### config.mk
export PLATFORM = sky130hd
export DESIGN_NAME = multicycle_control_unit_flat
export DESIGN_NICKNAME = d
export VERILOG_FILES = /design/src/rtl/multicycle_control_unit_if.sv /design/src/rtl/multicycle_control_unit.sv /design/src/flat_wrapper.sv
export SDC_FILE = /design/constraint.sdc
export NUM_CORES = 1
export LEC_CHECK = 0
export CAP_MARGIN = 25
export CORE_MARGIN = 3
export CORE_UTILIZATION = 24
export DETAILED_ROUTE_END_ITERATION = 8
export SLEW_MARGIN = 20
export SYNTH_ARGS = -nofsm -noshare
export SYNTH_HDL_FRONTEND = slang
export SYNTH_SLANG_ARGS = --single-unit
### constraint.sdc
create_clock -name clk -period 1.5 [get_ports clk]
set_input_delay 0.3 -clock clk [delete_from_list [all_inputs] [get_ports clk]]
set_output_delay 0.3 -clock clk [all_outputs]
set_load 0.05 [all_outputs]
### src/rtl/multicycle_control_unit_if.sv
// Control-unit bus: opcode/memory-ready inputs and the datapath control strobes.
// The slave side is the control unit; the master side is the datapath driving it.
interface multicycle_control_unit_if #(
    parameter int OPCODE_W = 6,
    parameter int CNT_W    = 16
);
    logic [OPCODE_W-1:0] Opcode;
    logic                MemReady;
    logic                PCWrite;
    logic                PCWriteCond;
    logic                IorD;
    logic                MemRead;
    logic                MemWrite;
    logic                MemtoReg;
    logic                IRWrite;
    logic                RegWrite;
    logic                RegDst;
    logic                ALUSrcA;
    logic [1:0]          ALUSrcB;
    logic [1:0]          ALUOp;
    logic [1:0]          PCSource;
    logic [3:0]          State;
    logic                Illegal;
    logic [CNT_W-1:0]    InstrCount;

    modport master (
        output Opcode, MemReady,
        input  PCWrite, PCWriteCond, IorD, MemRead, MemWrite, MemtoReg, IRWrite,
               RegWrite, RegDst, ALUSrcA, ALUSrcB, ALUOp, PCSource, State,
               Illegal, InstrCount
    );

    modport slave (
        input  Opcode, MemReady,
        output PCWrite, PCWriteCond, IorD, MemRead, MemWrite, MemtoReg, IRWrite,
               RegWrite, RegDst, ALUSrcA, ALUSrcB, ALUOp, PCSource, State,
               Illegal, InstrCount
    );
endinterface

### src/rtl/multicycle_control_unit.sv
// Multicycle MIPS-style control FSM: state-decoded datapath strobes, memory
// wait handling, opcode capture at DECODE and a retired-instruction counter.
module multicycle_control_unit #(
    parameter int                     OPCODE_W = 6,
    parameter int                     CNT_W    = 16,
    parameter logic [OPCODE_W-1:0]    OP_RTYPE = 6'b000000,
    parameter logic [OPCODE_W-1:0]    OP_LW    = 6'b100011,
    parameter logic [OPCODE_W-1:0]    OP_SW    = 6'b101011,
    parameter logic [OPCODE_W-1:0]    OP_BEQ   = 6'b000100,
    parameter logic [OPCODE_W-1:0]    OP_J     = 6'b010000
) (
    input  logic                      clk,
    input  logic                      rst_n,
    multicycle_control_unit_if.slave  bus
);

    typedef enum logic [3:0] {
        S_FETCH  = 4'd0,
        S_DECODE = 4'd1,
        S_MEMADR = 4'd2,
        S_MEMRD  = 4'd3,
        S_MEMWB  = 4'd4,
        S_MEMWR  = 4'd5,
        S_EXEC   = 4'd6,
        S_RWB    = 4'd7,
        S_BRANCH = 4'd8,
        S_JUMP   = 4'd9
    } state_t;

    state_t              state_q, state_d;
    logic [OPCODE_W-1:0] op_q;
    logic [CNT_W-1:0]    count_q;
    logic                cnt_inc;

    logic                pc_write, pc_write_cond, i_or_d, mem_read, mem_write;
    logic                mem_to_reg, ir_write, reg_write, reg_dst, alu_src_a;
    logic [1:0]          alu_src_b, alu_op, pc_source;
    logic                illegal;

    always_ff @(posedge clk or negedge rst_n) begin
        if (!rst_n) begin
            state_q <= S_FETCH;
            op_q    <= '0;
            count_q <= '0;
        end else begin
            state_q <= state_d;
            if (state_q == S_DECODE)
                op_q <= bus.Opcode;
            if (cnt_inc)
                count_q <= count_q + CNT_W'(1);
        end
    end

    always_comb begin
        state_d       = S_FETCH;
        cnt_inc       = 1'b0;
        pc_write      = 1'b0;
        pc_write_cond = 1'b0;
        i_or_d        = 1'b0;
        mem_read      = 1'b0;
        mem_write     = 1'b0;
        mem_to_reg    = 1'b0;
        ir_write      = 1'b0;
        reg_write     = 1'b0;
        reg_dst       = 1'b0;
        alu_src_a     = 1'b0;
        alu_src_b     = 2'b00;
        alu_op        = 2'b00;
        pc_source     = 2'b00;
        illegal       = 1'b0;

        case (state_q)
            S_FETCH: begin
                mem_read  = 1'b1;
                alu_src_b = 2'b01;
                ir_write  = bus.MemReady;
                pc_write  = bus.MemReady;
                state_d   = bus.MemReady ? S_DECODE : S_FETCH;
            end
            S_DECODE: begin
                alu_src_b = 2'b11;
                case (bus.Opcode)
                    OP_LW, OP_SW: state_d = S_MEMADR;
                    OP_RTYPE:     state_d = S_EXEC;
                    OP_BEQ:       state_d = S_BRANCH;
                    OP_J:         state_d = S_JUMP;
                    default: begin
                        illegal = 1'b1;
                        state_d = S_FETCH;
                    end
                endcase
            end
            S_MEMADR: begin
                alu_src_a = 1'b1;
                alu_src_b = 2'b10;
                // Load vs store is decided from the opcode captured in DECODE
                state_d   = (op_q == OP_LW) ? S_MEMRD : S_MEMWR;
            end
            S_MEMRD: begin
                mem_read = 1'b1;
                i_or_d   = 1'b1;
                state_d  = bus.MemReady ? S_MEMWB : S_MEMRD;
            end
            S_MEMWB: begin
                mem_to_reg = 1'b1;
                reg_write  = 1'b1;
                cnt_inc    = 1'b1;
            end
            S_MEMWR: begin
                mem_write = 1'b1;
                i_or_d    = 1'b1;
                cnt_inc   = bus.MemReady;
                state_d   = bus.MemReady ? S_FETCH : S_MEMWR;
            end
            S_EXEC: begin
                alu_src_a = 1'b1;
                alu_op    = 2'b10;
                state_d   = S_RWB;
            end
            S_RWB: begin
                reg_dst   = 1'b1;
                reg_write = 1'b1;
                cnt_inc   = 1'b1;
            end
            S_BRANCH: begin
                alu_src_a     = 1'b1;
                alu_op        = 2'b01;
                pc_write_cond = 1'b1;
                pc_source     = 2'b01;
                cnt_inc       = 1'b1;
            end
            S_JUMP: begin
                pc_write  = 1'b1;
                pc_source = 2'b10;
                cnt_inc   = 1'b1;
            end
            default: state_d = S_FETCH;
        endcase
    end

    // Write/read strobes are held off while reset is asserted
    assign bus.PCWrite     = pc_write & rst_n;
    assign bus.PCWriteCond = pc_write_cond & rst_n;
    assign bus.MemRead     = mem_read & rst_n;
    assign bus.MemWrite    = mem_write & rst_n;
    assign bus.IRWrite     = ir_write & rst_n;
    assign bus.RegWrite    = reg_write & rst_n;
    assign bus.Illegal     = illegal & rst_n;
    assign bus.IorD        = i_or_d;
    assign bus.MemtoReg    = mem_to_reg;
    assign bus.RegDst      = reg_dst;
    assign bus.ALUSrcA     = alu_src_a;
    assign bus.ALUSrcB     = alu_src_b;
    assign bus.ALUOp       = alu_op;
    assign bus.PCSource    = pc_source;
    assign bus.State       = state_q;
    assign bus.InstrCount  = count_q;

endmodule

### src/flat_wrapper.sv
// flat-port wrapper written by rule: the top's interface ports become plain ports
module multicycle_control_unit_flat 
#(
    parameter int                     OPCODE_W = 6,
    parameter int                     CNT_W    = 16,
    parameter logic [OPCODE_W-1:0]    OP_RTYPE = 6'b000000,
    parameter logic [OPCODE_W-1:0]    OP_LW    = 6'b100011,
    parameter logic [OPCODE_W-1:0]    OP_SW    = 6'b101011,
    parameter logic [OPCODE_W-1:0]    OP_BEQ   = 6'b000100,
    parameter logic [OPCODE_W-1:0]    OP_J     = 6'b010000
)
  (clk, rst_n, bus_Opcode, bus_MemReady, bus_PCWrite, bus_PCWriteCond, bus_IorD, bus_MemRead, bus_MemWrite, bus_MemtoReg, bus_IRWrite, bus_RegWrite, bus_RegDst, bus_ALUSrcA, bus_ALUSrcB, bus_ALUOp, bus_PCSource, bus_State, bus_Illegal, bus_InstrCount);
  multicycle_control_unit_if #(.OPCODE_W(OPCODE_W), .CNT_W(CNT_W)) bus_i ();
  input  logic clk;
  input  logic rst_n;
  input wire logic [$bits(bus_i.Opcode)-1:0] bus_Opcode;
  input wire logic [$bits(bus_i.MemReady)-1:0] bus_MemReady;
  output wire logic [$bits(bus_i.PCWrite)-1:0] bus_PCWrite;
  output wire logic [$bits(bus_i.PCWriteCond)-1:0] bus_PCWriteCond;
  output wire logic [$bits(bus_i.IorD)-1:0] bus_IorD;
  output wire logic [$bits(bus_i.MemRead)-1:0] bus_MemRead;
  output wire logic [$bits(bus_i.MemWrite)-1:0] bus_MemWrite;
  output wire logic [$bits(bus_i.MemtoReg)-1:0] bus_MemtoReg;
  output wire logic [$bits(bus_i.IRWrite)-1:0] bus_IRWrite;
  output wire logic [$bits(bus_i.RegWrite)-1:0] bus_RegWrite;
  output wire logic [$bits(bus_i.RegDst)-1:0] bus_RegDst;
  output wire logic [$bits(bus_i.ALUSrcA)-1:0] bus_ALUSrcA;
  output wire logic [$bits(bus_i.ALUSrcB)-1:0] bus_ALUSrcB;
  output wire logic [$bits(bus_i.ALUOp)-1:0] bus_ALUOp;
  output wire logic [$bits(bus_i.PCSource)-1:0] bus_PCSource;
  output wire logic [$bits(bus_i.State)-1:0] bus_State;
  output wire logic [$bits(bus_i.Illegal)-1:0] bus_Illegal;
  output wire logic [$bits(bus_i.InstrCount)-1:0] bus_InstrCount;
  assign bus_i.Opcode = bus_Opcode;
  assign bus_i.MemReady = bus_MemReady;
  assign bus_PCWrite = bus_i.PCWrite;
  assign bus_PCWriteCond = bus_i.PCWriteCond;
  assign bus_IorD = bus_i.IorD;
  assign bus_MemRead = bus_i.MemRead;
  assign bus_MemWrite = bus_i.MemWrite;
  assign bus_MemtoReg = bus_i.MemtoReg;
  assign bus_IRWrite = bus_i.IRWrite;
  assign bus_RegWrite = bus_i.RegWrite;
  assign bus_RegDst = bus_i.RegDst;
  assign bus_ALUSrcA = bus_i.ALUSrcA;
  assign bus_ALUSrcB = bus_i.ALUSrcB;
  assign bus_ALUOp = bus_i.ALUOp;
  assign bus_PCSource = bus_i.PCSource;
  assign bus_State = bus_i.State;
  assign bus_Illegal = bus_i.Illegal;
  assign bus_InstrCount = bus_i.InstrCount;
  multicycle_control_unit #(.OPCODE_W(OPCODE_W), .CNT_W(CNT_W), .OP_RTYPE(OP_RTYPE), .OP_LW(OP_LW), .OP_SW(OP_SW), .OP_BEQ(OP_BEQ), .OP_J(OP_J)) u_core (.clk(clk), .rst_n(rst_n), .bus(bus_i));
endmodule
======== Yosys cells after proc, flatten, opt, wreduce, memory -nomap -nowiden ========
Cells that the tools add are included.
cells by class
  reduce and logical (&&, ||, !) cells .... 9
  div/mod/pow operators ................... 0
  multipliers ............................. 0
  bitwise gates (word level) .............. 7
  magnitude comparators ................... 0
  $add $sub $neg .......................... 1
  mux-type cells .......................... 22
  shift-type cells ........................ 0
  equality and inequality tests ........... 14
operators with widths
  cell                                                 number
  case mux 4 bit (6 select lines)                      1
  equality test 6 bit, second input constant           3
  adder 16 x 1 -> 16 bit, second input constant        1
  equality test 4 x 3 -> 1 bit, second input constant  4
  case mux 4 bit (4 select lines)                      1
  2-to-1 mux 1 bit                                     12
  2-to-1 mux 3 bit                                     3
  equality test 4 x 2 -> 1 bit, second input constant  2
  equality test 4 bit, second input constant           2
  case mux 2 bit (2 select lines)                      2
  OR reduction 2 bit                                   4
  AND 1 bit                                            7
  equality test 6 x 3 -> 1 bit, second input constant  1
  equality test 6 x 5 -> 1 bit, second input constant  1
  logical NOT 6 bit                                    1
  case mux 2 bit (3 select lines)                      1
  OR reduction 5 bit                                   1
  equality test 4 x 1 -> 1 bit, second input constant  1
  logical NOT 4 bit                                    1
  case mux 1 bit (2 select lines)                      2
  OR reduction 4 bit                                   1
  OR reduction 3 bit                                   1
word-level totals
  output and inout bits ................... 37
  ROM bits ................................ 0
  input bits .............................. 9
  bits in registers ....................... 26
  logic and storage cells ................. 56
  memories ................................ 0
  bits in latches ......................... 0
  memory bits (writable) .................. 0

======== Logic depth before layout (Yosys ltp) ========
  depth after elaboration ................. 5
  gate-level depth with buffers ........... 6
  mapped depth without buffers ............ 4

======== Worst setup path after synthesis ========
No wires, ideal clock.
  kind .................................... register -> output
  start ................................... reg u_core.state_q[0], in the netlist u_core.bus.State[0]
  end ..................................... out bus_PCWrite
  slack ................................... -1.676 ns
  path buffers ............................ 2
  data required time ...................... 1.200 ns
  arrival time ............................ 2.876 ns
  stages on the path, launching flop included .. 5
  cells stage by stage .................... dfrtp_1 buf_2 clkbuf_1 a21oi_1 nor4b_1
on the way
  cells in the longest elaborated chain, start to end .. 3
  elaborated cells on any way between the ends .. 4
  those cells by class .................... eq/ne: 1; mux: 1; bitwise: 1; reduce/logical: 1
RTL lines
  element                                                   line                            source
  start: declaration                                        multicycle_control_unit.sv:30   state_t state_q, state_d;
  start signal: assignment                                  multicycle_control_unit.sv:46   state_q <= state_d;
  equality test 4 bit or logical NOT 4 bit (tied branches)  multicycle_control_unit.sv:72   case (state_q)
  case mux 1 bit (2 select lines) (*)                       multicycle_control_unit.sv:72
  AND 1 bit (*)                                             multicycle_control_unit.sv:142  assign bus.PCWrite = pc_write & rst_n;
  end: declaration                                          flat_wrapper.sv:18              output wire logic [$bits(bus_i.PCWrite)-1:0] bus_PCWrite;
Every way passes the cells marked *; elsewhere a longest branch is shown, timed or not.

======== Final worst setup path ========
  start ................................... reg u_core.state_q[2], in the netlist u_core.bus.State[2]
  end ..................................... out bus_ALUSrcA
on the way
  cells in the longest elaborated chain, start to end .. 3
  elaborated cells on any way between the ends .. 5
  those cells by class .................... eq/ne: 3; mux: 1; reduce/logical: 1
RTL lines
  element                                                     line                           source
  equality test 4 x 2 -> 1 bit, or another cell as far along  multicycle_control_unit.sv:72
  OR reduction 3 bit (no line) (*)                            -
  2-to-1 mux 1 bit (*)                                        multicycle_control_unit.sv:72
  end: declaration                                            flat_wrapper.sv:27             output wire logic [$bits(bus_i.ALUSrcA)-1:0] bus_ALUSrcA;
Marked as above.

==> reports/metrics.csv <==
stage,metric,value,unit
sta,setup_slack,-0.347,ns
sta,setup_viol,38,
route,drt-wirelength-per-cell,14.2,um
clocking,clkLatencyLatePin,0.27,ns
cells_and_area,fin_util,60.5,%
cells_and_area,layout.nets,270,
clocking,clock-root-buffer,clkbuf_8,
pwr,comb_power_share,54.6,%
logic_synthesis,synth_top_area_share,43.6,%
cells_and_area,diodes,0,
placement,port_buffers,45,
clocking,cts_tree,built,
sta,fmax,0.541,GHz
setup_path,crit_arrival,1.55,ns
sta,period_share,123,%
route,drcViolationCount,0,
setup_path,cp_data_required_time,1.20,ns
route,routed_wl,4.75,mm
logic_synthesis,syn-num-nets,155,
grt,grt_pass1_wl,7.62,mm
sta,relSlewSlack,80.1,%
die,rows,28,
route,num_vias,1549,
pwr,intPower,1.89,mW
route,drt_first_iter_violations,55,
cells_and_area,area_delta_synth_final,142,%
placement,pre_cts_slack,-0.470,ns
clocking,cts_made_buffers,3,
logic_synthesis,async_flop_share,100,%
logic_synthesis,syn_avg_cell_area,10.3,um2
pwr,powerDensity,840,nW/um2
route,dr.pass1.iters,4,
pwr,p_leak,1.61,nW
cells_and_area,fillers,485,
logic_synthesis,synth_largest_area_cell,dfrtp_1,
sta,rsz0062_at_grt,yes,
placement,dp_cells,307,
die,die_w,84.8,um
sta,max_slew.worst_pin.slew,0.295,ns
job,cap_violations,0,
run_status,run_status,finished with violations,
clocking,clk_path_buf_depth,2,
logic_synthesis,synth-seq-cells,26,
cells_and_area,multi_input_area,1290,um2
die,fp.dieArea,7200,um2
route,vias_per_cell,4.64,
grt,track_usage,13.1,%
logic_synthesis,syn_inst,145,
logic_synthesis,synth_cell_types,38,
clocking,htreeDepth,1,
placement,gp_congestion,0.806,
clocking,path_clk_slew,0.09,ns
logic_synthesis,yosys_warnings,0,
grt,antenna_found_initial,0,
setup_path,cp_max_fo,4,
pwr,seqPwrFrac,30.4,%
route,ant_nets,0,
logic_synthesis,ys_top_cells_by_area,"dfrtp_1, xor2_1, mux2_2",
run_status,violations,negative setup slack,
pwr,peakVddDrop,0.825,mV
die,start_util,25.0,%
placement,hpwl,3.17,mm
grt,grt_max_degree,23,
pwr,p_sw,1.14,mW
pwr,p_total,3.03,mW
cells_and_area,fin_cells,334,
cells_and_area,ff_latch_area,663,um2
die,io_pins,46,
die,core_area,5960,um2
sta,min_period,1.85,ns
logic_synthesis,synth.most_common_cell,dfrtp_1,
sta,hold_viol_final,0,
pwr,sw_frac_of_total,37.6,%
logic_synthesis,synth_edf_count,0,
logic_synthesis,yosys-top-cells-count,"dfrtp_1, xor2_1, nand2_1",
sta,clock_skew,0.00651,ns
logic_synthesis,synth-main-ff-cell,dfrtp_1,
clocking,clkSinkCount,26,
hold_path,hold_class,in -> async,
pwr,p_clk_share,15.0,%
logic_synthesis,netlist_area,1490,um2
grt,grt_pass1_vias,1542,
logic_synthesis,yosysSeqAreaShare,43.6,%
setup_path,start_kind,flip-flop,
setup_path,critPathKind,reg -> out,
setup_path,end_kind,primary output,
sta,slew_viol_final,0,
cells_and_area,drive_gt1_share,72.2,%
die,die_y,84.8,um
grt,globalRoute.totalOverflow,0,
[power by group through the flow]
stage          Sequential, mW  Clock [mW]  Combinational, mW
2_1_floorplan            1.19           0              0.493
3_3_place_gp            0.926           0               1.48
3_5_place_dp            0.928           0               1.49
4_1_cts                 0.916       0.470               1.59
5_1_grt                 0.937       0.499               1.73
6_report                0.920       0.453               1.65
[path summary, 6_finish.rpt]
| check | start | endpoint | slack (ns) | depth (start not counted) |
|---|---|---|---|---|
| worst max-delay path | u_core.bus.State[2] | bus_ALUSrcA | -0.35 | 4 |
| worst min-delay path | rst_n | u_core.bus.InstrCount[6] | 0.21 | 2 |
| worst max register to register | u_core.bus.State[2] | u_core.bus.InstrCount[11] | -0.24 | 6 |
| worst min register to register | u_core.op_q[5] | u_core.op_q[5] | 0.52 | 1 |
| max in group asynchronous | rst_n | u_core.bus.State[3] | 0.82 | 3 |
| min in group clk | bus_Opcode[2] | u_core.op_q[2] | 0.34 | 2 |
[critical path: stages, from the launching register on]
cell,delay [ns]
dfrtp_2,0.45
or3b_4,0.42
buf_6,0.13
a21oi_4,0.14
buf_12,0.15
[per-stage QoR]
stage / TNS [ns] / instance area [um2] / hold slack (ns)
floorplan: -10.92 / 1850 / 0.00441
global placement: -8.16 / 3060 / 0.491
detailed placement: -8.42 / 3060 / 0.497
CTS: -6.83 / 3440 / 0.228
global route: -9.60 / 3600 / 0.206
finish: -7.44 / 3600 / 0.211
[cell type report]
type | count | area share, %
Tap cell | 75 | 2.60
Inverter | 2 | 0.417
Timing Repair Buffer | 116 | 41.4
Sequential cell | 26 | 18.4
Clock buffer | 4 | 1.53
Multi-Input combinational cell | 111 | 35.7
[registers in the layout, summed over array words and instances (netlist names)]
name	flops
u_core.op_q	6
u_core.bus.State	4
u_core.bus.InstrCount	16
[routing by layer]
metal / routed length [um] / GRT usage, % / share of wire, % / up-vias
met5: 0 / 0 / 0 / -
met4: 58 / 3.88 / 1.2 / 0
met3: 126 / 1.36 / 2.7 / 4
met2: 2440 / 22.5 / 51 / 30
met1: 2130 / 17.3 / 45 / 768
li1: - / - / - / 747
[repair_timing]
item                                    CTS  global route
gates resized for setup                  50            28
endpoints found under the setup margin   39            43
hold buffers                              0             0
pin swaps                                29            16
setup buffers                            14            11
cloned                                    1             0
[logic make-up after synthesis]
logic type	count (synthesis)	synth area share, %
AO/OA/AOI/OAI	12	6.12
XOR/XNOR	17	9.98
adder cells (fa/ha/maj)	1	0.839
buffers and inverters	9	3.36
flip-flops	26	43.6
multiplexers	9	6.63
AND/OR/NAND/NOR	71	29.4
[layout by cell type (no fill, tap or decap), types with 2 or more instances in the layout]
master | netlist | layout
and3_1 | 3 | 2
buf_12 | 0 | 40
buf_4 | 0 | 43
buf_6 | 2 | 24
clkbuf_8 | 0 | 4
dfrtp_1 | 26 | 16
dfrtp_2 | 0 | 10
dlygate4sd2_1 | 0 | 5
dlymetal6s2s_1 | 0 | 3
mux2_4 | 0 | 6
mux2i_1 | 2 | 2
nand2_1 | 12 | 6
nand2_2 | 0 | 3
nand2_4 | 0 | 2
nand2b_1 | 6 | 2
nand2b_4 | 0 | 4
nand3_1 | 5 | 5
nand4_1 | 2 | 2
nor2_1 | 9 | 2
nor2_2 | 0 | 2
nor2_4 | 0 | 5
nor2b_4 | 1 | 2
nor3_4 | 0 | 11
nor3b_2 | 0 | 3
nor3b_4 | 0 | 2
nor4_4 | 2 | 5
nor4b_4 | 0 | 4
o31a_4 | 1 | 2
xnor2_1 | 4 | 2
xnor2_4 | 0 | 2
xor2_1 | 13 | 13
Note: power is estimated with default switching activity, not from simulation.
